### config.mk
export PLATFORM = sky130hd
export DESIGN_NAME = fpu_pe_collector
export DESIGN_NICKNAME = d
export VERILOG_FILES = /design/src/rtl/fpu_pe_collector_pkg.sv /design/src/rtl/fpu_pe_collector_buf.sv /design/src/rtl/fpu_pe_collector.sv
export SDC_FILE = /design/constraint.sdc
export NUM_CORES = 1
export LEC_CHECK = 0
export ABC_AREA = 1
export BUFFER_PORTS_ARGS = -buffer_cell sky130_fd_sc_hd__buf_2
export CELL_PAD_IN_SITES_DETAIL_PLACEMENT = 0
export CELL_PAD_IN_SITES_GLOBAL_PLACEMENT = 1
export CORE_ASPECT_RATIO = 0.8
export CORE_MARGIN = 8
export CORE_UTILIZATION = 37
export CTS_BUF_LIST = sky130_fd_sc_hd__clkbuf_16
export CTS_CLUSTER_SIZE = 16
export DETAILED_ROUTE_END_ITERATION = 8
export HOLD_SLACK_MARGIN = 0.06
export MAX_ROUTING_LAYER = met4
export PLACE_DENSITY = 0.84
export SLEW_MARGIN = 10
export SYNTH_ARGS = -nofsm -noshare
export SYNTH_HDL_FRONTEND = slang
export SYNTH_HIERARCHICAL = 1
export SYNTH_SLANG_ARGS = --single-unit
export TNS_END_PERCENT = 10
### constraint.sdc
create_clock -name clk -period 2.35 [get_ports clk]
set_clock_uncertainty 0.2 [all_clocks]
set_input_delay 0.235 -clock clk [delete_from_list [all_inputs] [get_ports clk]]
set_output_delay 0.235 -clock clk [all_outputs]
set_load 0.01 [all_outputs]
### src/rtl/fpu_pe_collector_pkg.sv
// Shared FPU types: per-lane exception flag struct and the masked flag-merge helper.
package fpu_pe_collector_pkg;

    typedef struct packed {
        logic nv;
        logic dz;
        logic of;
        logic uf;
        logic nx;
    } fflags_t;

    localparam int unsigned FFLAGS_W = $bits(fflags_t);

    // One step of a masked OR reduction; callers fold this over their lanes.
    function automatic fflags_t merge_fflags(fflags_t acc, fflags_t flags, logic en);
        return en ? fflags_t'(acc | flags) : acc;
    endfunction

endpackage

### src/rtl/fpu_pe_collector_buf.sv
// Elastic single-entry buffer: registered valid/data, accepts new data while draining.
module fpu_pe_collector_buf #(
    parameter int unsigned WIDTH = 32
) (
    input  logic             clk_i,
    input  logic             reset_ni,
    input  logic             in_valid_i,
    output logic             in_ready_o,
    input  logic [WIDTH-1:0] in_data_i,
    output logic             out_valid_o,
    input  logic             out_ready_i,
    output logic [WIDTH-1:0] out_data_o
);

    logic             valid_q, valid_d;
    logic [WIDTH-1:0] data_q, data_d;

    always_comb begin
        in_ready_o = !valid_q || out_ready_i;
        valid_d    = valid_q;
        data_d     = data_q;
        if (in_valid_i && in_ready_o) begin
            valid_d = 1'b1;
            data_d  = in_data_i;
        end else if (out_ready_i) begin
            valid_d = 1'b0;
        end
    end

    always_ff @(posedge clk_i) begin
        if (!reset_ni) begin
            valid_q <= 1'b0;
            data_q  <= '0;
        end else begin
            valid_q <= valid_d;
            data_q  <= data_d;
        end
    end

    assign out_valid_o = valid_q;
    assign out_data_o  = data_q;

endmodule

### src/rtl/fpu_pe_collector.sv
// Reassembles NUM_PES-wide PE beats into one NUM_LANES-wide FPU result with tag, mask and
// merged exception flags, presented through a valid/ready output register.
module fpu_pe_collector
    import fpu_pe_collector_pkg::*;
#(
    parameter int unsigned NUM_LANES   = 4,
    parameter int unsigned NUM_PES     = 1,
    parameter int unsigned DATA_WIDTH  = 32,
    parameter int unsigned FLAGS_WIDTH = 5,
    parameter int unsigned TAG_WIDTH   = 1
) (
    input  logic                            clk,
    input  logic                            reset_n,
    input  logic                            pe_valid_in,
    output logic                            pe_ready_in,
    input  logic [NUM_PES*DATA_WIDTH-1:0]   pe_data_in,
    input  logic [NUM_PES*FLAGS_WIDTH-1:0]  pe_fflags_in,
    input  logic [NUM_LANES-1:0]            pe_mask_in,
    input  logic [TAG_WIDTH-1:0]            pe_tag_in,
    output logic                            valid_out,
    input  logic                            ready_out,
    output logic [NUM_LANES*DATA_WIDTH-1:0] result,
    output logic [FLAGS_WIDTH-1:0]          fflags,
    output logic [NUM_LANES-1:0]            mask_out,
    output logic [TAG_WIDTH-1:0]            tag_out
);

    localparam int unsigned BATCHES   = NUM_LANES / NUM_PES;
    localparam int unsigned CNT_W     = (BATCHES > 1) ? $clog2(BATCHES) : 1;
    localparam logic [CNT_W-1:0] LAST_CNT = CNT_W'(BATCHES - 1);
    localparam int unsigned PAYLOAD_W = TAG_WIDTH + NUM_LANES + FLAGS_WIDTH
                                        + NUM_LANES * DATA_WIDTH;

    if ((NUM_LANES % NUM_PES) != 0 || FLAGS_WIDTH != FFLAGS_W) begin : g_bad_cfg
        $error("fpu_pe_collector: NUM_LANES must be a multiple of NUM_PES, FLAGS_WIDTH == 5");
    end

    typedef enum logic [0:0] {StCollect, StLast} state_e;

    state_e                          state;
    logic [CNT_W-1:0]                batch_cnt_q, batch_cnt_d;
    logic [NUM_LANES*DATA_WIDTH-1:0] asm_data_q, asm_data_d;
    logic [NUM_LANES-1:0]            asm_mask_q, asm_mask_d;
    logic [TAG_WIDTH-1:0]            asm_tag_q, asm_tag_d;
    fflags_t                         asm_flags_q, asm_flags_d;
    logic                            first_beat, beat_fire;
    logic                            buf_in_valid, buf_in_ready;
    logic [PAYLOAD_W-1:0]            buf_in_data, buf_out_data;

    always_comb begin
        state       = (batch_cnt_q == LAST_CNT) ? StLast : StCollect;
        first_beat  = (batch_cnt_q == '0);
        pe_ready_in = (state == StLast) ? buf_in_ready : 1'b1;
        beat_fire   = pe_valid_in && pe_ready_in;

        batch_cnt_d = batch_cnt_q;
        if (beat_fire) begin
            batch_cnt_d = (state == StLast) ? '0 : batch_cnt_q + CNT_W'(1);
        end

        // Next assembly contents include the current beat so the last beat can load the
        // output register directly without an extra cycle.
        asm_data_d  = asm_data_q;
        asm_mask_d  = first_beat ? pe_mask_in : asm_mask_q;
        asm_tag_d   = first_beat ? pe_tag_in : asm_tag_q;
        asm_flags_d = first_beat ? fflags_t'('0) : asm_flags_q;
        for (int unsigned i = 0; i < NUM_PES; i++) begin
            int unsigned lane;
            lane = 32'(batch_cnt_q) * NUM_PES + i;
            asm_data_d[lane*DATA_WIDTH +: DATA_WIDTH] = pe_data_in[i*DATA_WIDTH +: DATA_WIDTH];
            asm_flags_d = merge_fflags(asm_flags_d,
                                       fflags_t'(pe_fflags_in[i*FLAGS_WIDTH +: FLAGS_WIDTH]),
                                       pe_mask_in[lane]);
        end

        buf_in_valid = pe_valid_in && (state == StLast);
        buf_in_data  = {asm_tag_d, asm_mask_d, asm_flags_d, asm_data_d};
    end

    always_ff @(posedge clk) begin
        if (!reset_n) begin
            batch_cnt_q <= '0;
            asm_data_q  <= '0;
            asm_mask_q  <= '0;
            asm_tag_q   <= '0;
            asm_flags_q <= '0;
        end else if (beat_fire) begin
            batch_cnt_q <= batch_cnt_d;
            asm_data_q  <= asm_data_d;
            asm_mask_q  <= asm_mask_d;
            asm_tag_q   <= asm_tag_d;
            asm_flags_q <= asm_flags_d;
        end
    end

    fpu_pe_collector_buf #(
        .WIDTH(PAYLOAD_W)
    ) u_out_buf (
        .clk_i      (clk),
        .reset_ni   (reset_n),
        .in_valid_i (buf_in_valid),
        .in_ready_o (buf_in_ready),
        .in_data_i  (buf_in_data),
        .out_valid_o(valid_out),
        .out_ready_i(ready_out),
        .out_data_o (buf_out_data)
    );

    assign {tag_out, mask_out, fflags, result} = buf_out_data;

    always_ff @(posedge clk) begin
        if (reset_n) begin
            assert (!$isunknown(pe_valid_in) && !$isunknown(ready_out));
            if (pe_valid_in && !first_beat) begin
                assert (pe_tag_in == asm_tag_q && pe_mask_in == asm_mask_q);
            end
        end
    end

endmodule

# ---- Word-level counts from Yosys, hierarchy flattened
# Cells that the tools add are included.
dict set report op_classes {
  shift 2
  n_reduce_logical 7
  addsub 2
  n_eq_ne 1
  n_lt_le_gt_ge 1
  n_mux 12
  n_bitwise 1
}
# op count
set ops {}
lappend ops {{bitwise mux 128 bit} 1}
lappend ops {{variable shift 32 x 34 -> 128 bit, first input constant} 1}
lappend ops {{variable part select 32 x 34 -> 128 bit} 1}
lappend ops {{negation 7 -> 34 bit} 1}
lappend ops {{2-to-1 mux 5 bit} 2}
lappend ops {{2-to-1 mux 1 bit} 6}
lappend ops {{bitwise OR 5 bit} 1}
lappend ops {{2-to-1 mux 4 bit} 1}
lappend ops {{logical AND 1 bit} 3}
lappend ops {{less-than comparator 2 x 3 -> 1 bit, second input constant} 1}
lappend ops {{adder 2 x 1 -> 2 bit, second input constant} 1}
lappend ops {{binary-select mux 1 bit (select 2 bit)} 1}
lappend ops {{equality test 2 bit, second input constant} 1}
lappend ops {{logical NOT 2 bit} 1}
lappend ops {{2-to-1 mux 2 bit} 1}
lappend ops {{nonzero test 2 bit} 1}
lappend ops {{logical NOT 1 bit} 1}
lappend ops {{logical OR 1 bit} 1}
dict set report word_totals {
  in_bits 46
  output_inout_bits 140
  ff_bits 279
  word_cells 37
}

# ---- Longest topological paths before layout
# Gate-level depths: netlist of run 1.
dict set report logic_depth {
  depth_word 5
  mapped_depth 14
  depth_no_buf 11
}

# ---- By module
# The synthesis of run 1 kept the hierarchy.
# mod seq_area_each_um2 area_per_inst_um2 instances cells_per_inst
set modules_own_cells {}
lappend modules_own_cells {fpu_pe_collector 2802.7 7836.3 1 1216}
lappend modules_own_cells {fpu_pe_collector_buf 2782.7 6179.7 1 909}

# ---- Worst setup path before layout of run 1
# Ideal clock, no wire load.
dict set report synth_path {
  path_type {reg-to-reg}
  startpoint {reg batch_cnt_q[0]}
  endpoint {reg u_out_buf.data_q[104], in the netlist u_out_buf/out_data_o[104]}
  t_required_ps 2086
  path_stages_with_launch 13
  arrival_ps 1746
  path_buffers 3
  path_slack_ps 340
  setup_ps 64
  synth_period_minus_slack_ps 2010
  path_cell_list {dfxtp_1 > buf_4 > inv_1 > ha_1 > inv_1 > nand3_1 > buf_4 > buf_4 > o22ai_1 > inv_1 > nand3_1 > nand2_1 > nor2_1}
}
dict set report synth_via {
  elab_cells_between_ends 8
  cone_classes {add/sub (1); eq/ne (1); shift (2); mux (2); reduce/logical (2)}
}
# item line_no
set synth_rtl {}
lappend synth_rtl {{from (decl)} fpu_pe_collector.sv:41} ;# logic [CNT_W-1:0] batch_cnt_q, batch_cnt_d;
lappend synth_rtl {{from (signal assigned)} fpu_pe_collector.sv:88} ;# batch_cnt_q <= batch_cnt_d;
lappend synth_rtl {{negation 7 -> 34 bit *} fpu_pe_collector.sv:70} ;# asm_data_d[lane*DATA_WIDTH +: DATA_WIDTH] = pe_data_in[i*DATA_WIDTH +: DATA_WIDTH];
lappend synth_rtl {{variable part select 32 x 34 -> 128 bit or variable shift 32 x 34 -> 128 bit (tied branches)} fpu_pe_collector.sv:70}
lappend synth_rtl {{bitwise mux 128 bit *} fpu_pe_collector.sv:70}
lappend synth_rtl {{named net asm_data_d[104]} fpu_pe_collector.sv:42} ;# logic [NUM_LANES*DATA_WIDTH-1:0] asm_data_q, asm_data_d;
lappend synth_rtl {{to (signal assigned)} fpu_pe_collector_buf.sv:36} ;# data_q <= data_d;
lappend synth_rtl {{to (decl)} fpu_pe_collector_buf.sv:16} ;# logic [WIDTH-1:0] data_q, data_d;
# Mark *: on every way through the listed nets, which the timed path passes. The rest lies on a longest branch.
# A chain may end at the register's enable or synchronous reset.

# ---- Final worst setup path of run 1
dict set report layout_path {
  startpoint {reg batch_cnt_q[1]}
  endpoint {reg u_out_buf.data_q[53], in the netlist u_out_buf/out_data_o[53]}
}
# The elaborated chain is that of the path after synthesis.

==> results of run 1 <==
-- cell type report --
| type | count | area, sq um |
|---|---|---|
| Sequential cell | 279 | 5587 |
| Tap cell | 487 | 609.3 |
| Clock buffer | 31 | 775.7 |
| Timing Repair Buffer | 268 | 1982 |
| Multi-Input combinational cell | 1282 | 6102 |
| Clock inverter | 24 | 181.4 |
| Antenna cell | 2 | 5.005 |
| Inverter | 390 | 1475 |
| Fill cell | 3836 | 20490 |
-- what timing repair did --
action	CTS	global route
endpoints found under the hold margin	156	0
endpoints found under the setup margin	1	67
hold buffers	45	0
gates cloned	0	2
setup buffers	0	1
resized for setup	1	4
pin swaps	0	1
-- sequential cells by signal (all words and copies together) (netlist names) --
| signal | count |
|---|---|
| u_out_buf/out_valid_o | 1 |
| u_out_buf/out_data_o | 138 |
| batch_cnt_q | 2 |
| asm_mask_q | 4 |
| asm_tag_q | 1 |
| asm_flags_q | 5 |
| asm_data_q | 128 |
-- routing by layer --
metal  wire, microns  track usage, %
met1           22000           28.81
met2           20670           31.39
met3            3808           4.481
met4            1585           7.034
met5               0               -
-- critical path, stage by stage, from the launching register on --
cell       delay, ns
dfxtp_1         0.40
inv_2           0.10
ha_4            0.30
inv_1           0.07
nor2_4          0.13
buf_12          0.14
clkbuf_16       0.23
nand4_1         0.13
o21ai_0         0.11
inv_1           0.07
nand3_1         0.11
nand2_1         0.07
nor2_1          0.10
-- cell usage in the layout, fill, tap and decap left out, types with 14 or more instances in the layout --
| cell type | instances |
|---|---|
| dlygate4sd3_1 | 45 |
| o21ai_1 | 16 |
| buf_12 | 22 |
| clkbuf_16 | 33 |
| o21ai_0 | 127 |
| inv_1 | 391 |
| buf_4 | 14 |
| dfxtp_1 | 278 |
| o22ai_1 | 27 |
| a21oi_1 | 241 |
| nor2_1 | 218 |
| nand4_1 | 60 |
| o211ai_1 | 68 |
| buf_2 | 184 |
| nand3_1 | 179 |
| nand2_1 | 334 |
-- final timing paths --
path | end | depth (start not counted) | start | slack, ns
max | u_out_buf/out_data_o[53]$_SDFFE_PN0P_ | 12 | batch_cnt_q[1]$_SDFFE_PN0P_ | 0.14
min | asm_mask_q[3]$_SDFFE_PN0P_ | 2 | asm_mask_q[3]$_SDFFE_PN0P_ | 0.25
max reg2reg | u_out_buf/out_data_o[53]$_SDFFE_PN0P_ | 12 | batch_cnt_q[1]$_SDFFE_PN0P_ | 0.14
min reg2reg | asm_mask_q[3]$_SDFFE_PN0P_ | 2 | asm_mask_q[3]$_SDFFE_PN0P_ | 0.25
-- power by group --
part / internal [mW] / switching [mW] / total [mW] / leakage (nW)
registers: 4.95 / 0.0815 / 5.03 / 2.28
clock network: 2.69 / 2.03 / 4.72 / 0.492
logic: 0.618 / 1.19 / 1.81 / 5.24
-- cell families (layout without fill, tap and decap cells) --
kind of cell	after synthesis	after routing	share of synthesized area [%]
AND/OR/NAND/NOR	796	796	24.09
other	0	2	0
adder cells (fa/ha/maj)	5	5	0.4463
buffers and inverters	564	713	16.91
flip-flops	279	279	39.85
AO/OA/AOI/OAI	481	481	18.70
==> results.ini, run 1 <==
[run_status]
run_status=finished, final reports clean

[power_and_ir_drop]
p_leak_nw=8.015
power_density_nw_per_um2=691.5
irDropWorstVdd_uv=487.8
total_power_mw=11.56

[yosys]
synth_area_per_cell_sq_um=6.596
synth.area.top_cells=dfxtp_1 40%, inv_1 10%, nand2_1 8.9%
seq_area_frac_synth_pct=39.85
synth-warning-count=6
synth-edff-count=0
synth_flop_cell=dfxtp_1
synth-seq-cells=279
yosys.area.top_type=dfxtp_1
async_flop_share_pct=0
synth_top_area_share_pct=39.85
synthesis.nets=2176
synthCells=2125
synthesis.area_sq_um=14020
yosysUniqueCellTypes=23
synth_commonest_cells=386 x inv_1, 334 x nand2_1, 279 x dfxtp_1
yosysMostFrequentCell=inv_1

[floorplanning]
core-area_sq_um=37210
die-area_sq_um=44400
start_util_pct=37.67
die_w_microns=233.6
row_count=63
die_y_microns=190.1
io-pin-count=186

[timing]
rsz0062_at_grt=false
drv_slew=0
final-setup-viol-count=0
finalHoldViolations=0
fmax_mhz=451.7
slew_headroom_pct=54.79
hold_ws_ns=0.2523
tns_ns=0
final.setup.worst_slack_ns=0.1360
period_share_pct=94.21
worstMarginPinSlew_ns=0.6781
period_needed_ns=2.214

[cts]
clock_latency_ns=0.58
clockRootBuffer=clkbuf_16
clk_pin_slew_worst_paths_ns=0.06
h-tree-depth=1
clock-sinks=279
cts_buffers=31
clockBufferDepth=3
cts_tree=built

[detailed_routing]
vias=14031
routed_via_density=5.078
wl_per_cell_microns=17.40
ant_nets=0
dr.pass1.iters=5
totalWireLength_microns=48070
remaining_drc_errors=0
drtIter0Drc=1206

[worst_setup_path]
cp-end-kind=flip-flop
start_kind=flip-flop
worst-setup-path-type=reg2reg
crit_fanout=30
crit_required_ns=2.67
crit_arrival_ns=2.54

[place]
numPortBuffers=185
routabilityCongestion=0.7852
placed_cells=2658
place_ws_ns=0.02078
post_dp_cell_area_sq_um=15210
dpl.hpwl_microns=29470

[grt]
grt_antenna_before_repair=1
overflow=0
grt_pass1_vias=12664
grt_max_degree=146
grt_usage_pct=21.32
grt_pass1_wl_microns=73750

[flow_run]
cap_violations=0

[finish]
fin_nets=2303
postLayoutCoreUtil_pct=44.93
syn2layout_area_growth_pct=19.27
design_area_sq_um=16720
stdcell_count=2763
layout-drive-gt1-share_pct=12.27

[hold_path]
min_path_type=reg2reg

Note: power is estimated with default switching activity, not from simulation.
==> inputs of run 2 (changes only) <==
--- a/config.mk
+++ b/config.mk
@@ -11,13 +11,13 @@
 export CELL_PAD_IN_SITES_GLOBAL_PLACEMENT = 1
 export CORE_ASPECT_RATIO = 0.8
 export CORE_MARGIN = 8
-export CORE_UTILIZATION = 37
+export CORE_UTILIZATION = 35
 export CTS_BUF_LIST = sky130_fd_sc_hd__clkbuf_16
 export CTS_CLUSTER_SIZE = 16
 export DETAILED_ROUTE_END_ITERATION = 8
 export HOLD_SLACK_MARGIN = 0.06
 export MAX_ROUTING_LAYER = met4
-export PLACE_DENSITY = 0.84
+export PLACE_DENSITY = 0.73
 export SLEW_MARGIN = 10
 export SYNTH_ARGS = -nofsm -noshare
 export SYNTH_HDL_FRONTEND = slang
==> constraint.sdc (replaced) <==
create_clock -name clk -period 2.6 [get_ports clk]
set_clock_uncertainty 0.2 [all_clocks]
set_input_delay 0.26 -clock clk [delete_from_list [all_inputs] [get_ports clk]]
set_output_delay 0.26 -clock clk [all_outputs]
set_load 0.01 [all_outputs]
==> run 2 against run 1 <==
Compared with the run above:
- maximum frequency fell by 4.5%
- routed wire length decreased by 1.2%
- flip-flop and latch count unchanged
- non-clock buffer count grew 4
- combinational power down 12%
- die area grew 5.3%
- critical endpoint is now u_out_buf/out_data_o[35]$_SDFFE_PN0P_
- largest power group unchanged
==> results.ini, run 2 (synthesized netlist as in run 1, its figures left out) <==
[run_status]
run_status=finished, final reports clean

[timing]
slew_headroom_pct=30.31
period_needed_ns=2.319
finalHoldViolations=0
fmax_mhz=431.2
drv_slew=0
period_share_pct=89.19
rsz0062_at_grt=false
tns_ns=0
final-setup-viol-count=0
worstMarginPinSlew_ns=1.045

[detailed_routing]
routed_via_density=4.921
totalWireLength_microns=47480
drtIter0Drc=1002
remaining_drc_errors=0
dr.pass1.iters=7
wl_per_cell_microns=16.86
ant_nets=0
vias=13857

[power_and_ir_drop]
p_sw_mw=2.964
seqPwrFrac_pct=44.9
p_leak_nw=7.979
p_int_mw=7.148
irDropWorstVdd_uv=450.5
share_comb_of_total_power_pct=15.8
p_sw_share_pct=29.31
total_power_mw=10.11
pwr-share-clk_pct=39.3
power_density_nw_per_um2=607.9

[worst_setup_path]
path_depth=11
path_common_cell=inv_1
cpPeakStageDelay_ns=0.38
crit_arrival_ns=2.63
cp_num_buf_inv=4
r2r_end=u_out_buf/out_data_o[35]$_SDFFE_PN0P_
worst-setup-path-type=reg2reg
cpLargestDelayFamily=simple AND/OR/NAND/NOR gates
crit_fanout=60
reg2regPathDepth=11
path_cells=inv_1 -> ha_1 -> inv_1 -> nor2_4 -> buf_12 -> nand4_1 -> o21ai_0 -> inv_1 -> nand3_1 -> nand2_1 -> nor2_1
start_kind=flip-flop
rrSetupSlack_ns=0.28
critPathSlowestCell=dfxtp_1
r2r_start=batch_cnt_q[1]$_SDFFE_PN0P_
cp-end-kind=flip-flop
crit_required_ns=2.91

[grt]
use_met1_pct=26.27
grt_usage_pct=20.34
grt_max_degree=227
use_met2_pct=30.94
grt_busiest_layer=met2
overflow=0
grt_pass1_vias=13332
grt_antenna_before_repair=0
use_met3_pct=4.545
grt_pass1_wl_microns=74810

[finish]
final_common_cell=inv_1
stdcell_count=2816
syn2layout_area_growth_pct=18.68
fin_nets=2307
design_area_sq_um=16630
final_cell_mix=393 x inv_1, 334 x nand2_1, 278 x dfxtp_1, 241 x a21oi_1, 218 x nor2_1
largest_reg_flops=138
layout-drive-gt1-share_pct=12.12

[flow_run]
cap_violations=0

[hold_path]
min_path_type=reg2reg
worst_hold_path.endpoint=asm_mask_q[3]$_SDFFE_PN0P_
hp-start=asm_mask_q[3]$_SDFFE_PN0P_
whs_path_depth=2

[floorplanning]
die_w_microns=239.7
core-area_sq_um=39440
die_y_microns=195.0
io-pin-count=186
row_count=65
die-area_sq_um=46740
start_util_pct=35.53

[cts]
clockRootBuffer=clkbuf_16
h-tree-depth=1
clk_pin_slew_worst_paths_ns=0.07
cts_buffers=31
clock-sinks=279
clockBufferDepth=3
cts_tree=built
post_cts_buffers=0
clock_latency_ns=0.59

[place]
routabilityCongestion=0.7863
dpl.hpwl_microns=30130
post_dp_cell_area_sq_um=15290
placed_cells=2713
numPortBuffers=185

==> run 2: cell count changes in the layout (fill, tap and decap cells not counted), sizes merged <==
cell and change:
buf +5, bufinv -3, clkbuf -2, clkinv +2, inv +2, clkinvlp -1, dlygate4sd3 +1
==> run 2: layer usage <==
layer	routed length (microns)	part of all wire (%)
met3	3086	6.5
met1	22300	47
met5	0	0
met2	20290	43
met4	1802	3.8
==> run 2: repair_timing <==
item                      CTS  global route
hold endpoints to repair  128             0
hold buffers               46             0
gates resized for setup     0             0
==> run 2: worst max-delay path by stage <==
stage | to | start | slack (ns)
detailed placement | u_out_buf/out_data_o[31]$_SDFFE_PN0P_ | batch_cnt_q[1]$_SDFFE_PN0P_ | 0.32
floorplan | u_out_buf/out_data_o[104]$_SDFFE_PN0P_ | batch_cnt_q[0]$_SDFFE_PN0P_ | 0.59
global placement | u_out_buf/out_data_o[1]$_SDFFE_PN0P_ | batch_cnt_q[0]$_SDFFE_PN0P_ | 0.39
CTS | u_out_buf/out_data_o[38]$_SDFFE_PN0P_ | batch_cnt_q[1]$_SDFFE_PN0P_ | 0.30
global route | u_out_buf/out_data_o[84]$_SDFFE_PN0P_ | batch_cnt_q[1]$_SDFFE_PN0P_ | 0.05
finish | u_out_buf/out_data_o[35]$_SDFFE_PN0P_ | batch_cnt_q[1]$_SDFFE_PN0P_ | 0.28
==> run 2: layout make-up <==
type	count	area (sq um)
timing repair buffer	272	1934
clock inverter	24	100.1
sequential	279	5587
inverter	390	1475
tap	536	670.6
fill	4195	22810
multi-input combinational	1282	6087
antenna	2	5.005
clock buffer	31	775.7
==> run 2: power by group through the flow <==
stage	clock network [mW]	registers (mW)	logic (mW)
6_report	3.97	4.54	1.60
4_1_cts	4.10	4.54	1.60
3_5_place_dp	0	4.64	1.54
5_1_grt	4.22	4.56	1.80
3_3_place_gp	0	4.63	1.52
2_1_floorplan	0	4.65	1.01
==> run 2: metrics by stage <==
step           setup slack (ns)  hold slack (ns)  utilization [%]
2_1_floorplan            0.5904           0.1984                -
3_3_place_gp             0.3859           0.2343            38.77
3_5_place_dp             0.3211           0.2404            38.77
4_1_cts                  0.2992           0.2235            42.16
5_1_grt                 0.05042           0.2770            42.16
6_report                 0.2810           0.2440            42.17
==> run 2: worst min-delay path, cell delays in order, from the launching register on <==
cell and delay, ns:
dfxtp_1 0.30, inv_1 0.05, a21oi_1 0.05
